`src/rtl/mrc_lane_sched_if.sv`:
```
// Descriptor and stack-down lane bus for mrc_lane_sched.
// The master modport is the scheduler side. The slave modport is the descriptor source plus the lane sink.
interface mrc_lane_sched_if #(
  parameter int NUM_LANES  = 4,
  parameter int ADDR_WIDTH = 24,
  parameter int CNT_WIDTH  = 12
);
  logic                            desc_valid;
  logic                            desc_ready;
  logic [NUM_LANES-1:0]            desc_lane_mask;
  logic [ADDR_WIDTH-1:0]           desc_base_addr;
  logic [ADDR_WIDTH-1:0]           desc_lane_stride;
  logic [CNT_WIDTH-1:0]            desc_num_words;
  logic [NUM_LANES-1:0]            lane_valid;
  logic [2*NUM_LANES-1:0]          lane_cntl;
  logic [ADDR_WIDTH*NUM_LANES-1:0] lane_data;
  logic [NUM_LANES-1:0]            lane_ready;

  modport master (
    input  desc_valid, desc_lane_mask, desc_base_addr, desc_lane_stride, desc_num_words, lane_ready,
    output desc_ready, lane_valid, lane_cntl, lane_data
  );
  modport slave (
    output desc_valid, desc_lane_mask, desc_base_addr, desc_lane_stride, desc_num_words, lane_ready,
    input  desc_ready, lane_valid, lane_cntl, lane_data
  );
endinterface

```
`src/rtl/mrc_lane_sched.sv`:
```
// Memory-read lane scheduler: one descriptor at a time fans out into independent,
// framed address streams, one stream per enabled stack-down lane.
module mrc_lane_sched_lane #(
  parameter int ADDR_WIDTH = 24,
  parameter int CNT_WIDTH  = 12
) (
  input  logic                  clk,
  input  logic                  rst,
  input  logic                  load,
  input  logic [ADDR_WIDTH-1:0] base,
  input  logic [CNT_WIDTH-1:0]  num_words,
  input  logic                  ready,
  output logic                  valid,
  output logic [1:0]            cntl,
  output logic [ADDR_WIDTH-1:0] data,
  output logic                  idle_next
);
  logic [CNT_WIDTH-1:0] remaining;
  logic fire, last;

  assign fire      = valid & ready;
  assign last      = (remaining == CNT_WIDTH'(1));
  assign idle_next = ~valid | (fire & last);

  // remaining counts the beats still to go, including the beat currently presented.
  always_ff @(posedge clk or posedge rst) begin
    if (rst) begin
      valid     <= 1'b0;
      cntl      <= 2'b00;
      data      <= '0;
      remaining <= '0;
    end else if (load) begin
      valid     <= 1'b1;
      data      <= base;
      remaining <= num_words;
      cntl      <= (num_words == CNT_WIDTH'(1)) ? 2'b11 : 2'b01;
    end else if (fire) begin
      if (last) begin
        valid <= 1'b0;
        cntl  <= 2'b00;
      end else begin
        data      <= data + ADDR_WIDTH'(1);
        remaining <= remaining - CNT_WIDTH'(1);
        cntl      <= (remaining == CNT_WIDTH'(2)) ? 2'b10 : 2'b00;
      end
    end
  end
endmodule

module mrc_lane_sched #(
  parameter int NUM_LANES  = 4,
  parameter int ADDR_WIDTH = 24,
  parameter int CNT_WIDTH  = 12
) (
  input  logic              clk,
  input  logic              reset_poweron,
  mrc_lane_sched_if.master  bus,
  output logic              busy,
  output logic              err
);
  typedef enum logic [1:0] {IDLE, RUN, ERR} state_t;
  state_t state;

  logic desc_ready_q, accept, bad;
  logic [NUM_LANES-1:0]                 load, idle_next, valid_a;
  logic [NUM_LANES-1:0][1:0]            cntl_a;
  logic [NUM_LANES-1:0][ADDR_WIDTH-1:0] data_a, base_a;

  assign accept         = bus.desc_valid & desc_ready_q;
  assign bad            = (bus.desc_num_words == '0) | (bus.desc_lane_mask == '0);
  assign bus.desc_ready = desc_ready_q;
  assign bus.lane_valid = valid_a;
  assign bus.lane_cntl  = cntl_a;
  assign bus.lane_data  = data_a;

  for (genvar i = 0; i < NUM_LANES; i++) begin : g_lane
    assign base_a[i] = bus.desc_base_addr + ADDR_WIDTH'(i) * bus.desc_lane_stride;
    assign load[i]   = accept & ~bad & bus.desc_lane_mask[i];
    mrc_lane_sched_lane #(.ADDR_WIDTH(ADDR_WIDTH), .CNT_WIDTH(CNT_WIDTH)) u_lane (
      .clk       (clk),
      .rst       (reset_poweron),
      .load      (load[i]),
      .base      (base_a[i]),
      .num_words (bus.desc_num_words),
      .ready     (bus.lane_ready[i]),
      .valid     (valid_a[i]),
      .cntl      (cntl_a[i]),
      .data      (data_a[i]),
      .idle_next (idle_next[i])
    );
  end

  // desc_ready is held low through reset and rises on the first edge after reset is released.
  always_ff @(posedge clk or posedge reset_poweron) begin
    if (reset_poweron) begin
      state        <= IDLE;
      desc_ready_q <= 1'b0;
      busy         <= 1'b0;
      err          <= 1'b0;
    end else begin
      case (state)
        IDLE: begin
          desc_ready_q <= 1'b1;
          if (accept) begin
            desc_ready_q <= 1'b0;
            if (bad) begin
              state <= ERR;
              err   <= 1'b1;
            end else begin
              state <= RUN;
              busy  <= 1'b1;
            end
          end
        end
        RUN: if (&idle_next) begin
          state        <= IDLE;
          busy         <= 1'b0;
          desc_ready_q <= 1'b1;
        end
        ERR: ;
        default: state <= IDLE;
      endcase
    end
  end
endmodule

```
`src/flat_wrapper.sv`:
```
// flat-port wrapper written by rule: the top's interface ports become plain ports
module mrc_lane_sched_flat 
#(
  parameter int NUM_LANES  = 4,
  parameter int ADDR_WIDTH = 24,
  parameter int CNT_WIDTH  = 12
)
  (clk, reset_poweron, busy, err, bus_desc_valid, bus_desc_lane_mask, bus_desc_base_addr, bus_desc_lane_stride, bus_desc_num_words, bus_lane_ready, bus_desc_ready, bus_lane_valid, bus_lane_cntl, bus_lane_data);
  mrc_lane_sched_if #(.NUM_LANES(NUM_LANES), .ADDR_WIDTH(ADDR_WIDTH), .CNT_WIDTH(CNT_WIDTH)) bus_i ();
  input  logic clk;
  input  logic reset_poweron;
  output logic busy;
  output logic err;
  input wire logic [$bits(bus_i.desc_valid)-1:0] bus_desc_valid;
  input wire logic [$bits(bus_i.desc_lane_mask)-1:0] bus_desc_lane_mask;
  input wire logic [$bits(bus_i.desc_base_addr)-1:0] bus_desc_base_addr;
  input wire logic [$bits(bus_i.desc_lane_stride)-1:0] bus_desc_lane_stride;
  input wire logic [$bits(bus_i.desc_num_words)-1:0] bus_desc_num_words;
  input wire logic [$bits(bus_i.lane_ready)-1:0] bus_lane_ready;
  output wire logic [$bits(bus_i.desc_ready)-1:0] bus_desc_ready;
  output wire logic [$bits(bus_i.lane_valid)-1:0] bus_lane_valid;
  output wire logic [$bits(bus_i.lane_cntl)-1:0] bus_lane_cntl;
  output wire logic [$bits(bus_i.lane_data)-1:0] bus_lane_data;
  assign bus_i.desc_valid = bus_desc_valid;
  assign bus_i.desc_lane_mask = bus_desc_lane_mask;
  assign bus_i.desc_base_addr = bus_desc_base_addr;
  assign bus_i.desc_lane_stride = bus_desc_lane_stride;
  assign bus_i.desc_num_words = bus_desc_num_words;
  assign bus_i.lane_ready = bus_lane_ready;
  assign bus_desc_ready = bus_i.desc_ready;
  assign bus_lane_valid = bus_i.lane_valid;
  assign bus_lane_cntl = bus_i.lane_cntl;
  assign bus_lane_data = bus_i.lane_data;
  mrc_lane_sched #(.NUM_LANES(NUM_LANES), .ADDR_WIDTH(ADDR_WIDTH), .CNT_WIDTH(CNT_WIDTH)) u_core (.clk(clk), .reset_poweron(reset_poweron), .bus(bus_i), .busy(busy), .err(err));
endmodule
```
`config.mk`:
```
export PLATFORM = sky130hd
export DESIGN_NAME = mrc_lane_sched_flat
export DESIGN_NICKNAME = d
export VERILOG_FILES = /design/src/rtl/mrc_lane_sched_if.sv /design/src/rtl/mrc_lane_sched.sv /design/src/flat_wrapper.sv
export SDC_FILE = /design/constraint.sdc
export NUM_CORES = 1
export LEC_CHECK = 0
export CAP_MARGIN = 20
export CORE_ASPECT_RATIO = 0.7
export CORE_UTILIZATION = 45
export DETAILED_ROUTE_END_ITERATION = 10
export PLACE_DENSITY = 0.7
export SYNTH_ARGS = -nofsm -noshare
export SYNTH_HDL_FRONTEND = slang
export SYNTH_HIERARCHICAL = 1
export SYNTH_SLANG_ARGS = --single-unit
```
`constraint.sdc`:
```
create_clock -name clk -period 2.1 [get_ports clk]
set_input_delay 0.42 -clock clk [delete_from_list [all_inputs] [get_ports clk]]
set_output_delay 0.42 -clock clk [all_outputs]
set_load 0.02 [all_outputs]
```
==> metrics.md <==
| Metric | Value |
|---|---|
| Core ar. | `between 30000 and 40000 um^2` |
| Critical path's slowest cell | `fa_1` |
| CTS Hold Bufs | `0` |
| Met3 WL | `6250 um` |
| Hold path start | `bus_desc_base_addr[16]` |
| Post-synthesis async set-or-reset flop share | `100%` |
| Die Y | `148 um` |
| DR DRC count | `0` |
| # nets final | `about 2400` |
| # fillers | `between 1500 and 2000` |
| RSZ-0062 raised after global routing | `true` |
| R2R Setup Slk | `-0.01 ns` |
| R2R cell count | `7` |
| Largest net degree at the start of global routing | `53` |
| Global-route wire length before repair | `roughly 90000 um` |
| Worst EP required | `2.44 ns` |
| Post-synth EDFFs | `0` |
| Post-synth top area share | `~29%` |
| Crit path DAT | `approximately 3.3 ns` |
| Io pins | `approximately 180` |
| Crit share post-route | `142%` |
| Metal-1 WL | `24400 um` |
| Worst hold endpoint | `u_core/g_lane[0].u_lane/data[16]` |
| Gr ovfl total | `0` |
| Worst Tran Pin Value | `between 0.7 and 0.8 ns` |
| Fin crit period | `just under 3 ns` |
| Final GP Congestion | `approximately 1.0` |
| Crit path capture type | `flop` |
| Largest vdd supply drop | `approximately 0.00073 V` |
| Crit path launch type | `input pin` |
| Synth top cells by count | `dfrtp_1 (161), nand2_1 (160), nor2_1 (139), ha_1 (83), o21ai_0 (68)` |
| Post-synth top flop | `dfrtp_1` |
| Placement Setup Slack | `-1.76 ns` |
| Vias | `16700` |
| Hold Crit Class | `in -> reg` |
| Crit Path Max Fanout | `3` |
| Count leader, synth | `dfrtp_1` |
| Syn nets | `~1800` |
| Avg Inst Size Synth | `~8.6 um^2` |
| Clock slew at reported path FFs | `around 0.06 ns` |
| Pwr dens | `between 1000 and 1500 nW/um^2` |
| Starting Density | `a little under half` |
| Status | `complete, but fails checks` |
| Row count | `53` |
| Post-synthesis cell type count | `89` |
| Post-Syn Area | `between 10000 and 15000 um^2` |
| Max Fclk | `between 300 and 400 MHz` |
| Vias in the first global route | `between 15000 and 20000` |
| Antenna-violating nets left | `0` |
| # H-tree levels | `4` |
| Skew-Pair Late Insertion Delay | `0.45 ns` |
| DRT Pass-1 Iters | `8` |
| Clk root buf | `clkbuf_16` |
| Num CTS Buffers | `17` |
| Final WL | `62100 um` |
| Via/cell ratio | `between 6 and 7` |
| IO Port Bufs | `181` |
| Post-DP HPWL | `roughly 42000 um` |
| #FFs+latches synth | `161` |
| Initial antenna violation count | `2` |
| DR WL/cell | `between 20 and 25 um` |
| Top cell type by total area after synthesis | `dfrtp_1` |
| Slew headroom | `about half` |
| CTS tree | `yes` |
| CP Cell Sequence | `buf_2 > fa_1 > ha_4 > and3_4 > a221o_1 > a221oi_4 > buf_4 > buf_6 > nor4b_4 > o21ai_2 > nor2b_2 > xnor2_1 > nand2b_1 > o31a_1` |
| Violated checks | `negative setup slack` |
| Worst r2r src | `u_core/g_lane[0].u_lane/remaining[8]` |
| Hold Fails Final Rpt | `0` |
| Hold slack | `about 0.34 ns` |
| Die Area | `31200 um^2` |
| Area Growth Syn to Fin | `62.8%` |
| Cells after Synth | `between 1500 and 2000` |
| Crit Path Class | `in -> reg` |
| Post-synthesis sequential area ratio | `29.3%` |
| Top delay family on crit path | `compound AO/OA/AOI/OAI gates` |
| Uppermost layer routed | `met5` |
| Met2 wire len | `between 20000 and 30000 um` |
| Clock skew | `a little over 0.009 ns` |
| Hold-critical path depth | `3` |
| Worst Path Buf+Inv | `3` |
| Chip width | `approximately 210 um` |
| Count of pins over their slew limit | `0` |
| GRT Total Usage | `between 30% and 40%` |
| Clock sink total | `approximately 160` |
| Clock tree buffer depth | `2` |
| Pleak | `approximately 9.3 nW` |
| Worst r2r dst | `u_core/g_lane[0].u_lane/remaining[8]` |
| Final setup violation count | `47` |
| Worst path max stage delay | `about 0.58 ns` |
| Synth area leaders | `dfrtp_1 (29%), ha_1 (7.6%), nand2_1 (4.4%)` |
| Max-Cap Viols | `0` |
| Proportion of layout cells with a drive suffix above 1 | `a little under two fifths` |
| Synth warn | `6` |
| Setup ws final | `-0.882 ns` |
| DR iter-0 viols | `1856` |
## tightest hold or removal path: stages
cell     delay, ns
buf_2         0.17
nor2_1        0.11
a31oi_1       0.05
## report_power, final
group | switching (W) | internal (W) | leakage (nW) | total [W]
registers | 0.00182 | 0.00446 | 1.87 | 0.00628
logic | 0.00694 | 0.00651 | 7.13 | 0.0135
clock network | 0.00129 | 0.00210 | 0.303 | 0.00339
## registers in the layout (all words and copies together) (netlist names)
register,cells
u_core/g_lane.u_lane/remaining,48
u_core/err,1
u_core/busy,1
u_core/g_lane.u_lane/data,96
u_core/bus.desc_ready,1
u_core/state,2
u_core/g_lane.u_lane/cntl,8
u_core/g_lane.u_lane/valid,4
## per-stage QoR
step	cell area [um^2]	total power (W)	utilization [%]	cells	setup TNS (ns)
floorplan	14200	0.0121	-	1603	-10.33
global placement	19400	0.0175	64.6	2535	-130.36
detailed placement	19400	0.0178	64.6	2535	-133.67
CTS	21700	0.0222	72.3	2625	-9.60
global route	22400	0.0242	74.5	2643	-19.09
finish	22400	0.0231	74.5	2644	-16.08
## per-layer routing
metal,vias up,track usage [%]
met5,-,0
met4,2,15.8
met3,260,8.17
met2,1023,57.9
met1,8128,49.4
li1,7270,-
## layout by cell type (no fill, tap or decap), types with 20 or more instances in the layout
cell type        netlist  routed
a21o_1                28      27
a21oi_1               59      37
a31oi_1               63      58
buf_4                  2     394
buf_6                  1      73
clkdlybuf4s50_1        0     121
dfrtp_1              161     159
ha_1                  83      37
ha_4                   0      45
inv_1                 53      44
nand2_1              160     150
nand3_1               67      64
nand4_1               55      55
nor2_1               139     115
o21ai_0               68      45
o21ai_1               33      47
o31ai_1               40      38
or4_1                 49      47
xnor2_1               66      42
xnor2_2                0      20
xor2_1                50      47
## cell type report
type / instances / area, um^2 / area share (%)
Timing Repair Buffer: 665 / 5950 / 26.6
Inverter: 57 / 267 / 1.19
Clock buffer: 25 / 495 / 2.22
Tap cell: 412 / 515 / 2.30
Antenna cell: 2 / 5.00 / 0.0224
Clock inverter: 5 / 125 / 0.559
Sequential cell: 161 / 4030 / 18.0
Multi-Input combinational cell: 1317 / 11000 / 49.1
## kinds of logic (layout without fill, tap and decap cells)
| family | count (synthesis) | after routing | share of synthesized area, % |
|---|---|---|---|
| buffers and inverters | 125 | 752 | 3.66 |
| other | 0 | 2 | 0 |
| XOR/XNOR | 116 | 116 | 7.39 |
| adder cells (fa/ha/maj) | 108 | 108 | 11.2 |
| multiplexers | 10 | 10 | 0.765 |
| AO/OA/AOI/OAI | 405 | 405 | 20.0 |
| flip-flops | 161 | 161 | 29.3 |
| AND/OR/NAND/NOR | 678 | 678 | 27.7 |
## repair_timing
action / in CTS / in global routing
pin swaps: 173 / 124
buffers inserted: 75 / 30
endpoints found under the setup margin: 157 / 104
resized for setup: 399 / 140
endpoints found under the hold margin: 0 / 0
cloned: 4 / 2
## how the worst max path moves through the flow
stage | to | start | slack [ns] | cells after the start
2_1_floorplan | u_core/g_lane[3].u_lane/data[16] | bus_desc_base_addr[6] | -0.94 | 11
3_3_place_gp | u_core/g_lane[3].u_lane/data[18] | bus_desc_lane_stride[7] | -1.60 | 14
3_5_place_dp | u_core/g_lane[3].u_lane/data[18] | bus_desc_lane_stride[7] | -1.76 | 14
4_1_cts | u_core/g_lane[3].u_lane/data[16] | bus_desc_base_addr[8] | -0.81 | 12
5_1_grt | u_core/g_lane[3].u_lane/data[16] | bus_desc_lane_stride[9] | -0.96 | 12
6_report | u_core/g_lane[3].u_lane/data[18] | bus_desc_lane_stride[9] | -0.88 | 14
No activity file was read; power rests on OpenSTA's default activity.
